File: src/rtl/mux8_rr_arbiter_if.sv
// mux8_rr_arbiter_if: handshake/bus bundle between the round-robin arbiter,
// the 8:1 word mux it steers, and the single downstream consumer.
//   req       requester -> arbiter   one request bit per mux input
//   gnt       arbiter -> requesters  one-hot grant, zero when idle
//   sel       arbiter -> mux         index of the granted input
//   mux_o     mux -> arbiter         mux output word
//   out_data  arbiter -> consumer    registered word
//   out_valid arbiter -> consumer    out_data valid
//   out_ready consumer -> arbiter    consumer accepts out_data
//   busy      arbiter -> system      arbiter not in IDLE
//   lock      requester -> arbiter   per-requester hold request (ARB_LOCK_EN only)
// Modport slave is the arbiter side, master is the environment side.
interface mux8_rr_arbiter_if #(
  parameter int DW = 32
);
  logic [7:0]    req;
  logic [7:0]    gnt;
  logic [2:0]    sel;
  logic [DW-1:0] mux_o;
  logic [DW-1:0] out_data;
  logic          out_valid;
  logic          out_ready;
  logic          busy;
`ifdef ARB_LOCK_EN
  logic [7:0]    lock;
`endif

  modport slave (
`ifdef ARB_LOCK_EN
    input  lock,
`endif
    input  req, mux_o, out_ready,
    output gnt, sel, out_data, out_valid, busy
  );

  modport master (
`ifdef ARB_LOCK_EN
    output lock,
`endif
    output req, mux_o, out_ready,
    input  gnt, sel, out_data, out_valid, busy
  );
endinterface

File: src/rtl/mux8_rr_arbiter.sv
// mux8_rr_arbiter: round-robin arbiter/sequencer for an 8:1 DW-bit word mux.
// Picks one requester (search from ptr upward, wrapping 7->0), drives the mux
// select for one settle cycle, registers the mux word and hands it downstream
// over valid/ready. Every output is a flop.
// Ports:
//   clk  rising-edge clock
//   rst  asynchronous active-high reset
//   arb  mux8_rr_arbiter_if.slave (req/gnt/sel/mux_o/out_*/busy[/lock])
// Optional feature macro ARB_LOCK_EN: adds lock[7:0]; a locked, still
// requesting owner may keep the grant for up to HOLD_MAX back-to-back
// transfers, skipping the IDLE cycle between them.
module mux8_rr_arbiter #(
  parameter int DW       = 32,
  parameter int HOLD_MAX = 4
) (
  input  logic                  clk,
  input  logic                  rst,
  mux8_rr_arbiter_if.slave      arb
);

  if (HOLD_MAX < 1 || HOLD_MAX > 15) begin : g_hold_chk
    $error("mux8_rr_arbiter: HOLD_MAX must be in 1..15");
  end

  typedef enum logic [1:0] {
    IDLE  = 2'b00,
    GRANT = 2'b01,
    WAIT  = 2'b10
  } state_t;

  state_t        state_q, state_d;
  logic [2:0]    ptr_q, ptr_d;
  logic [2:0]    sel_q, sel_d;
  logic [7:0]    gnt_q, gnt_d;
  logic [DW-1:0] data_q, data_d;
  logic          valid_q, valid_d;
  logic          busy_q, busy_d;
  logic [3:0]    pick;
`ifdef ARB_LOCK_EN
  logic [3:0]    cnt_q, cnt_d;
`endif

  // Returns {found, idx}. Scanning offsets high to low lets the lowest
  // offset from p (the highest priority) overwrite the result last.
  function automatic logic [3:0] rr_pick(input logic [7:0] r, input logic [2:0] p);
    logic [2:0] k;
    rr_pick = '0;
    for (int i = 7; i >= 0; i--) begin
      k = p + 3'(i);
      if (r[k]) rr_pick = {1'b1, k};
    end
  endfunction

  assign pick = rr_pick(arb.req, ptr_q);

  always_comb begin
    state_d = state_q;
    ptr_d   = ptr_q;
    sel_d   = sel_q;
    gnt_d   = gnt_q;
    data_d  = data_q;
    valid_d = valid_q;
`ifdef ARB_LOCK_EN
    cnt_d   = cnt_q;
`endif
    case (state_q)
      IDLE: begin
        if (pick[3]) begin
          gnt_d   = 8'b1 << pick[2:0];
          sel_d   = pick[2:0];
          state_d = GRANT;
`ifdef ARB_LOCK_EN
          cnt_d   = '0;
`endif
        end else begin
          gnt_d = '0;
        end
      end
      // Mux has had a full cycle to settle on sel; capture its word.
      GRANT: begin
        data_d  = arb.mux_o;
        valid_d = 1'b1;
        state_d = WAIT;
      end
      WAIT: begin
        if (valid_q && arb.out_ready) begin
          valid_d = 1'b0;
`ifdef ARB_LOCK_EN
          // Locked owner re-enters GRANT directly; ptr stays so the owner
          // does not lose its place when the burst ends.
          if (arb.lock[sel_q] && arb.req[sel_q] && (cnt_q < 4'(HOLD_MAX - 1))) begin
            state_d = GRANT;
            cnt_d   = cnt_q + 4'd1;
          end else begin
            state_d = IDLE;
            gnt_d   = '0;
            ptr_d   = sel_q + 3'd1;
            cnt_d   = '0;
          end
`else
          state_d = IDLE;
          gnt_d   = '0;
          ptr_d   = sel_q + 3'd1;
`endif
        end
      end
      default: begin
        // Unreachable encoding: recover to IDLE with outputs cleared.
        state_d = IDLE;
        gnt_d   = '0;
        sel_d   = '0;
        data_d  = '0;
        valid_d = 1'b0;
`ifdef ARB_LOCK_EN
        cnt_d   = '0;
`endif
      end
    endcase
    busy_d = (state_d != IDLE);
  end

  always_ff @(posedge clk or posedge rst) begin
    if (rst) begin
      state_q <= IDLE;
      ptr_q   <= '0;
      sel_q   <= '0;
      gnt_q   <= '0;
      data_q  <= '0;
      valid_q <= 1'b0;
      busy_q  <= 1'b0;
`ifdef ARB_LOCK_EN
      cnt_q   <= '0;
`endif
    end else begin
      state_q <= state_d;
      ptr_q   <= ptr_d;
      sel_q   <= sel_d;
      gnt_q   <= gnt_d;
      data_q  <= data_d;
      valid_q <= valid_d;
      busy_q  <= busy_d;
`ifdef ARB_LOCK_EN
      cnt_q   <= cnt_d;
`endif
    end
  end

  assign arb.gnt       = gnt_q;
  assign arb.sel       = sel_q;
  assign arb.out_data  = data_q;
  assign arb.out_valid = valid_q;
  assign arb.busy      = busy_q;

endmodule

File: src/flat_wrapper.sv
// flat-port wrapper written by rule: the top's interface ports become plain ports
module mux8_rr_arbiter_flat 
#(
  parameter int DW       = 32,
  parameter int HOLD_MAX = 4
)
  (clk, rst, arb_req, arb_mux_o, arb_out_ready, arb_gnt, arb_sel, arb_out_data, arb_out_valid, arb_busy);
  mux8_rr_arbiter_if #(.DW(DW)) arb_i ();
  input  logic clk;
  input  logic rst;
  input wire logic [$bits(arb_i.req)-1:0] arb_req;
  input wire logic [$bits(arb_i.mux_o)-1:0] arb_mux_o;
  input wire logic [$bits(arb_i.out_ready)-1:0] arb_out_ready;
  output wire logic [$bits(arb_i.gnt)-1:0] arb_gnt;
  output wire logic [$bits(arb_i.sel)-1:0] arb_sel;
  output wire logic [$bits(arb_i.out_data)-1:0] arb_out_data;
  output wire logic [$bits(arb_i.out_valid)-1:0] arb_out_valid;
  output wire logic [$bits(arb_i.busy)-1:0] arb_busy;
  assign arb_i.req = arb_req;
  assign arb_i.mux_o = arb_mux_o;
  assign arb_i.out_ready = arb_out_ready;
  assign arb_gnt = arb_i.gnt;
  assign arb_sel = arb_i.sel;
  assign arb_out_data = arb_i.out_data;
  assign arb_out_valid = arb_i.out_valid;
  assign arb_busy = arb_i.busy;
  mux8_rr_arbiter #(.DW(DW), .HOLD_MAX(HOLD_MAX)) u_core (.clk(clk), .rst(rst), .arb(arb_i));
endmodule
File: config.mk
export PLATFORM = sky130hd
export DESIGN_NAME = mux8_rr_arbiter_flat
export DESIGN_NICKNAME = d
export VERILOG_FILES = /design/src/rtl/mux8_rr_arbiter_if.sv /design/src/rtl/mux8_rr_arbiter.sv /design/src/flat_wrapper.sv
export SDC_FILE = /design/constraint.sdc
export NUM_CORES = 1
export LEC_CHECK = 0
export CORE_MARGIN = 1
export CORE_UTILIZATION = 54
export CTS_BUF_LIST = sky130_fd_sc_hd__clkbuf_4 sky130_fd_sc_hd__clkbuf_8
export CTS_CLUSTER_SIZE = 16
export DETAILED_ROUTE_END_ITERATION = 8
export PLACE_DENSITY_LB_ADDON = 0.15
export SLEW_MARGIN = 5
export SYNTH_ARGS = -nofsm -noshare
export SYNTH_HDL_FRONTEND = slang
export SYNTH_SLANG_ARGS = --single-unit
File: constraint.sdc
create_clock -name clk -period 8.91 [get_ports clk]
set_clock_uncertainty 0.1 [all_clocks]
set_input_delay 2.673 -clock clk [delete_from_list [all_inputs] [get_ports clk]]
set_output_delay 2.673 -clock clk [all_outputs]
set_load 0.01 [all_outputs]
==> results.toml <==
[run_status]
outcome = "finished, final reports clean"

[worst_setup_path]
worstPathMaxFanout = 10
cp.arrival_ps = 5300
startpoint_kind_of_the_worst_setup_timing_path = "input pin"
timing.critical_path.required_ps = 9010
worstSetupPathType = "input pin to flop"
r2r.worst_path.cells = 9
worstReg2RegEnd = "u_core.arb.gnt[5]"
worstReg2RegStart = "u_core.ptr_q[1]"
worst_case_register_to_register_setup_slack_ps = 4720
critPathCaptureType = "flop"

[yosys]
synth_common_cells = "sky130_fd_sc_hd__nand2_1 (80), sky130_fd_sc_hd__dfrtp_1 (50), sky130_fd_sc_hd__o21ai_0 (40)"
total_of_warnings_raised_by_yosys = 0
top_post_synthesis_cells_by_area = "sky130_fd_sc_hd__dfrtp_1 (39%), sky130_fd_sc_hd__nand2_1 (9.4%), sky130_fd_sc_hd__mux2i_1 (6.9%)"
synth-edff-count = 0
post_synth_instance_area_sq_mm = 0.00320
synth.most_common_cell = "sky130_fd_sc_hd__nand2_1"
post_synth_inst_count = 347
yosysTopAreaCell = "sky130_fd_sc_hd__dfrtp_1"
synthArstFlopShare_pct = 100
post_synth.cell_area_avg_sq_um = 9.21
synth.yosys.seq_area_share_pct = 39.1
synth_seq_cells = 50
synth-main-ff-cell = "sky130_fd_sc_hd__dfrtp_1"
synth_cell_types = 60
synth.top_cell.area_share_pct = 39.1
synth.net_count = 397

[clock_network]
tritoncts = "built"
worst_setup_hold_path_clk_slew_ps = 90
cts_buffers = 5
h_tree_levels = 2
cts_sinks = 50
post-cts-setup-buffers = 0
clock_tree.buffer_depth = 2
clockRootBuffer = "sky130_fd_sc_hd__clkbuf_8"
clk-insertion-delay-late_ps = 310
post_cts_hold_fix_bufs = 0
cts_resized = 0

[cells_and_area]
final_layout_size_suffix_gt1_share_pct = 8.19
area_growth_syn_to_layout_pct = 28.8
nets = 465
finish.utilization_pct = 73.4
layout.cell_area.non_filler_sq_mm = 0.00412
num_antenna_cells = 0

[pwr]
p_leak_uw = 0.00173
vdd_drop_max_mv = 0.298
powerDensity_mw_per_mm2 = 376

[route]
wl_per_cell_um = 15.6
drc = 0
vias_per_cell = 5.68
wl_mm = 7.61
dr_total_vias = 2768
detailedRoute.firstPassIterationCount = 4
first_iter_violations = 185
final_antenna_net_count = 0

[sta]
slew_at_the_pin_with_the_worst_max_slew_slack_ps = 1160
tcrit_tclk_final_pct = 58.3
fmax_mhz = 193
rsz0062_at_grt = "false"
slew_headroom_pct = 22.4
setup_viol = 0
holdWs_ps = 381
timing_hold_violations_final = 0
finalMaxSlewViolations = 0
aggregate_negative_setup_slack_ps = 0
worst_slack_ps = 3720
fin_crit_ps = 5190

[die]
rows = 27
initial_core_util_pct = 57.0
fp.coreArea_sq_mm = 0.00561
vertical_die_dimension_um = 78.9
die_area_sq_mm = 0.00623
chipWidth_um = 78.9
io_pins = 88

[global_routing]
first_global_vias = 2643
grt_antenna_before_repair = 0
grt_pass1_wl_mm = 12.8
track_usage_pct = 26.6
grt_max_degree = 66
remaining_overflow_grt = 0

[place]
place_hpwl_mm = 5.47
detailedPlace.worstSlack_ps = 3400
gp_congestion = 0.952
detailed_place.area_sq_mm = 0.00404
place.port_buffers = 87

[hold_path]
timing.hold.worst.class = "flop to flop"
hold_depth = 2
timing.hold.worst.start = "u_core.arb.out_data[17]"
hold_path_end = "u_core.arb.out_data[17]"

[flow_run]
maxcap_viol_count = 0
-- per-stage QoR --
step / total power, uW / std cells
after floorplan: 1120 / 347
after global placement: 1390 / 480
after CTS: 1550 / 487
final: 1550 / 487
after global routing: 1680 / 487
after detailed placement: 1410 / 480
-- layout make-up --
class,count,area (sq um)
Multi-Input combinational cell,258,1770
Fill cell,427,1490
Inverter,12,45.0
Sequential cell,50,1250
Tap cell,72,90.1
Timing Repair Buffer,88,878
Clock inverter,2,13.8
Clock buffer,5,68.8
-- power by group --
group	switching (uW)	leakage (uW)	total [uW]	internal (uW)
logic	585	0.00103	1040	452
registers	74.8	0.000656	382	307
clock network	74.9	0.0000444	129	54.4
total	735	0.00173	1550	814
-- state kept, by name, indices dropped and copies added (netlist names) --
signal and count:
u_core.arb.out_valid 1, u_core.arb.out_data 32, u_core.arb.busy 1, u_core.ptr_q 3, u_core.arb.gnt 8, u_core.state_q 2
u_core.arb.sel 3
-- metal layers --
metal / part of all wire, % / global-route usage [%]
met2: 48 / 42.0
met3: 8.3 / 8.85
met4: 1.3 / 7.64
met1: 43 / 35.0
met5: 0 / 0
-- logic make-up (layout without fill, tap and decap cells) --
kind of cell             after synthesis  in the layout  share of synthesized area [%]
XOR/XNOR                               5              5                           1.84
AND/OR/NAND/NOR                      122            122                           16.6
flip-flops                            50             50                           39.1
buffers and inverters                 39            107                           5.48
multiplexers                          37             37                           15.0
AO/OA/AOI/OAI                         87             87                           19.2
adder cells (fa/ha/maj)                7              7                           2.74
-- cells in the final DEF, fill, tap and decap left out, types with 2 or more instances in the layout --
master / count
sky130_fd_sc_hd__inv_1: 10
sky130_fd_sc_hd__and2_1: 2
sky130_fd_sc_hd__nor2b_1: 2
sky130_fd_sc_hd__a32o_1: 2
sky130_fd_sc_hd__mux2_2: 6
sky130_fd_sc_hd__or2_2: 2
sky130_fd_sc_hd__o21ai_1: 3
sky130_fd_sc_hd__a22oi_1: 2
sky130_fd_sc_hd__nor3_1: 3
sky130_fd_sc_hd__ha_1: 7
sky130_fd_sc_hd__a22o_1: 2
sky130_fd_sc_hd__clkbuf_8: 5
sky130_fd_sc_hd__o2111ai_1: 2
sky130_fd_sc_hd__dfrtp_1: 50
sky130_fd_sc_hd__mux4_2: 8
sky130_fd_sc_hd__or2_1: 2
sky130_fd_sc_hd__clkdlybuf4s50_1: 87
sky130_fd_sc_hd__nand3_1: 8
sky130_fd_sc_hd__a31o_1: 2
sky130_fd_sc_hd__a21oi_1: 10
sky130_fd_sc_hd__o21ai_0: 40
sky130_fd_sc_hd__a2111o_1: 2
sky130_fd_sc_hd__xor2_1: 2
sky130_fd_sc_hd__a221o_1: 2
sky130_fd_sc_hd__nand2b_1: 2
sky130_fd_sc_hd__mux2i_1: 22
sky130_fd_sc_hd__o31ai_1: 4
sky130_fd_sc_hd__nand2_1: 80
sky130_fd_sc_hd__nor2_1: 14
-- critical path, stage by stage --
cell	delay, ps
sky130_fd_sc_hd__clkdlybuf4s50_1	580
sky130_fd_sc_hd__mux4_2	600
sky130_fd_sc_hd__a221o_1	370
sky130_fd_sc_hd__a31o_1	190
sky130_fd_sc_hd__a22o_1	200
sky130_fd_sc_hd__a32oi_4	330
sky130_fd_sc_hd__nor3_2	90
sky130_fd_sc_hd__a32o_2	270
-- how the worst max path moves through the flow --
stage / cells past startpoint / to / from / slack, ps
after detailed placement: 8 / u_core.arb.gnt[2] / arb_req[2] / 3400
final: 8 / u_core.arb.gnt[2] / arb_req[2] / 3720
after floorplan: 8 / u_core.arb.gnt[2] / arb_req[2] / 4040
after global placement: 8 / u_core.arb.gnt[2] / arb_req[2] / 3500
after global routing: 8 / u_core.arb.gnt[1] / arb_req[6] / 3560
after CTS: 8 / u_core.arb.gnt[2] / arb_req[2] / 3750
Power figures use the tool's default switching activity.
